File: src/rtl/ram_byte_ctrl.sv
// ram_byte_ctrl: byte-lane word RAM with self-clearing after reset, registered read port and LED byte viewer
module ram_byte_ctrl #(
  parameter int ADDR_W = 6,
  parameter int DATA_W = 32,
  localparam int LANES = DATA_W / 8,
  localparam int SEL_W = $clog2(LANES)
) (
  input  logic              Clk,
  input  logic              Rst,
  input  logic [ADDR_W-1:0] Mem_Addr,
  input  logic              Mem_Write,
  input  logic              Mem_Read,
  input  logic [LANES-1:0]  Byte_En,
  input  logic [DATA_W-1:0] W_Data,
  input  logic [SEL_W-1:0]  MUX,
  output logic [DATA_W-1:0] R_Data,
  output logic              R_Valid,
  output logic              Ready,
  output logic [7:0]        LED
);
  typedef enum logic {CLEAR, IDLE} state_t;
  state_t state, state_nx;
  logic [ADDR_W-1:0] cnt;
  logic [DATA_W-1:0] mem [2**ADDR_W];
  logic clr, rd;
  logic [LANES-1:0] we;
  logic [ADDR_W-1:0] wa;
  logic [DATA_W-1:0] wd;

  always_ff @(posedge Clk or posedge Rst)
    if (Rst) begin
      state <= CLEAR;
      cnt   <= '0;
    end else begin
      state <= state_nx;
      cnt   <= clr ? cnt + 1'b1 : cnt;
    end

  always_comb state_nx = (state == CLEAR && &cnt) ? IDLE : state;

  // The clear engine owns the write port until every word has been zeroed
  always_comb begin
    clr   = state == CLEAR;
    Ready = state == IDLE;
    rd    = Ready && Mem_Read;
    we    = clr ? '1 : (Ready && Mem_Write ? Byte_En : '0);
    wa    = clr ? cnt : Mem_Addr;
    wd    = clr ? '0 : W_Data;
  end

  always_ff @(posedge Clk)
    for (int i = 0; i < LANES; i++)
      if (we[i]) mem[wa][8*i +: 8] <= wd[8*i +: 8];

  always_ff @(posedge Clk or posedge Rst)
    if (Rst) begin
      R_Data  <= '0;
      R_Valid <= 1'b0;
    end else begin
      R_Valid <= rd;
      if (rd) R_Data <= mem[Mem_Addr];
    end

  assign LED = 8'(R_Data >> {MUX, 3'b000});
endmodule

File: config.mk
export PLATFORM = sky130hd
export DESIGN_NAME = ram_byte_ctrl
export DESIGN_NICKNAME = d
export VERILOG_FILES = /design/src/rtl/ram_byte_ctrl.sv
export SDC_FILE = /design/constraint.sdc
export NUM_CORES = 2
export LEC_CHECK = 0
export CAP_MARGIN = 20
export CORE_MARGIN = 2
export CORE_UTILIZATION = 60
export DETAILED_ROUTE_END_ITERATION = 10
export PLACE_DENSITY = 0.77
export SLEW_MARGIN = 30
export SYNTH_ARGS = -nofsm -noshare
export SYNTH_HDL_FRONTEND = slang
export SYNTH_SLANG_ARGS = --single-unit
File: constraint.sdc
create_clock -name Clk -period 4.05 [get_ports Clk]
set_input_delay 0.81 -clock Clk [delete_from_list [all_inputs] [get_ports Clk]]
set_output_delay 0.81 -clock Clk [all_outputs]
set_load 0.02 [all_outputs]
==> reports/results.ini <==
[critical_path]
start_kind = flop
end_kind = output pin
r2r_cells = 6
timing.rr.end = mem[38][18]
crit_arrival_ns = 2.85
rr_startpoint = Ready
crit_fanout = 39
r2r_slack_ns = 0.47
required_ns = 3.24
crit_type = reg2out

[global_routing]
grt_max_degree = 66
antenna_found_initial = 14
grt_usage = 0.302
grt_pass1_wl_mm = 295
grt_pass1_vias = 42400
grt-ovfl-total = 0

[sta]
fin_crit_ns = 3.66
setup_viol = 0
tns_ns = 0
tightestPinTransition_ns = 1.03
hold_violations = 0
rsz0062_at_grt = no
max_freq_ghz = 0.273
relSlewSlack = 0.311
slew_viol_final = 0
fin_hold_ws_ns = 0.502
finalClockSkew_ns = 0.0292
post-route-period-util = 0.903

[synthesis]
syn_inst = 3965
yosysSeqAreaShare = 0.774
yosysWarnings = 0
syn_nets = 4014
synth.avg_cell_area_sq_um = 20.4
netlist_area_sq_um = 80800
synth.distinct_cells = 40
synth_seq_cells = 2088

[layout]
drive_gt1_frac = 0.250
nFillCells = 7872
fin_area_sq_um = 92800
syn2layout_area_growth_pct = 14.9
instances_no_fill = 6356
layout.nets = 4465
final_common_cell = edfxtp_1
layout_common_cells = edfxtp_1, mux4_2, buf_4

[placement]
dp_hpwl_mm = 127
io_buffers = 89
place_area_sq_um = 86200
routabilityCongestion = 0.873
place_inst = 5985

[floorplanning]
die_h_um = 371
initial_core_util = 0.605
die_area_sq_um = 138000
core_region_area_sq_um = 133000
core.rowCount = 134
io_pins = 90
die-width_um = 371

[clock_network]
cts_tree = yes
post_cts_buffers = 0
clock_sinks = 2088
cts-root-buf = clkbuf_16
numCtsBuffers = 197
clkTransAtPathRegs_ns = 0.07
ctsHoldBuffers = 0
ctsResizeCount = 0
h-tree-depth = 4
cts_max_path_buffers = 3
clk_latency_ns = 0.83

[detailed_routing]
num_vias = 42500
drt-initial-drc-count = 7247
post_drt_wl_per_cell_um = 32.2
drcViolationCount = 0
ant_nets = 0
drt-total-wl_mm = 205
vias_per_cell = 6.69
drt_pass1_iterations = 10

[power]
powerDensity_nw_per_um2 = 463
finalPower_mw = 43.0
peakVddDrop_v = 0.000473
leakage_nw = 25.6

[worst_hold_path]
hold_path_class = in2async

[outcome]
status = finished clean

[job]
maxCapViolCount = 0

==> layout make-up <==
cell class                      count  area, sq um  area share
Timing Repair Buffer              484         4270      0.0460
Clock buffer                      255         5310      0.0572
Clock inverter                    115         1240      0.0134
Inverter                            5         20.0    0.000216
Sequential cell                  2088        62500       0.674
Multi-Input combinational cell   1640        17200       0.186
Tap cell                         1768         2210      0.0238
Antenna cell                        1         2.50   0.0000270
==> power by group <==
part	switching, mW	internal (mW)	total, mW
Clock	7.97	10.6	18.6
Combinational	0.604	0.388	0.992
Sequential	0	23.3	23.3
==> synthesized netlist by cell type, drive strengths merged <==
master,instances,area [sq um]
buf,113,661
o22ai,64,400
nand4b,1,8.76
a221o,32,320
ha,1,12.5
inv,4,15.0
and3,1,6.26
xnor2,5,43.8
mux2,5,56.3
a22o,1,8.76
clkbuf,119,447
or2,2,12.5
a211oi,62,465
mux2i,291,2910
nand4,32,200
edfxtp,2048,61500
dfrtp,40,1000
a32o,2,20.0
or3b,2,17.5
nor4,1,6.26
o21bai,1,7.51
a32oi,1,8.76
clkinv,1,3.75
a21o,1,7.51
nand2,102,383
nand3b,1,7.51
nor2,278,1050
nand3,66,330
or3,32,200
a21oi,33,165
mux4,392,8830
a22oi,160,1200
and2,65,407
nor2b,4,25.0
nand2b,1,6.26
o2bb2ai,1,8.76
==> metrics by stage <==
stage | util | setup slack (ns)
CTS | 0.695 | 0.424
global route | 0.695 | 0.329
detailed placement | 0.646 | 0.173
global placement | 0.646 | 0.265
floorplan | - | 1.04
finish | 0.695 | 0.393
==> cells by family (layout without fill, tap and decap cells) <==
| logic type | Yosys count | after routing | share of synthesized area |
|---|---|---|---|
| flip-flops | 2088 | 2088 | 0.774 |
| multiplexers | 688 | 688 | 0.146 |
| AND/OR/NAND/NOR | 588 | 588 | 0.0330 |
| AO/OA/AOI/OAI | 358 | 358 | 0.0324 |
| buffers and inverters | 237 | 859 | 0.0139 |
| XOR/XNOR | 5 | 5 | 0.000542 |
| adder cells (fa/ha/maj) | 1 | 1 | 0.000155 |
| other | 0 | 1 | 0 |
==> registers in the layout (all words and copies together), names as in the netlist <==
name,flops
cnt,6
R_Data,32
R_Valid,1
mem,2048
Ready,1
==> worst max-delay path by stage <==
stage	from	endpoint
3_3_place_gp	Mem_Addr[1]	R_Data[3]
4_1_cts	Ready	Ready
2_1_floorplan	Mem_Addr[2]	mem[17][0]
6_report	Ready	Ready
5_1_grt	Ready	Ready
3_5_place_dp	Mem_Addr[1]	mem[5][8]
==> worst max-delay path, stage by stage, from the launching register on <==
cell and delay (ns):
dfrtp_2 0.96, buf_4 0.39, clkdlybuf4s50_1 0.65
==> metal layers <==
metal,part of all wire,GRT usage
met1,0.36,0.423
met2,0.46,0.451
met3,0.14,0.0957
met4,0.040,0.115
met5,0.00084,0
Power figures use the tool's default switching activity.
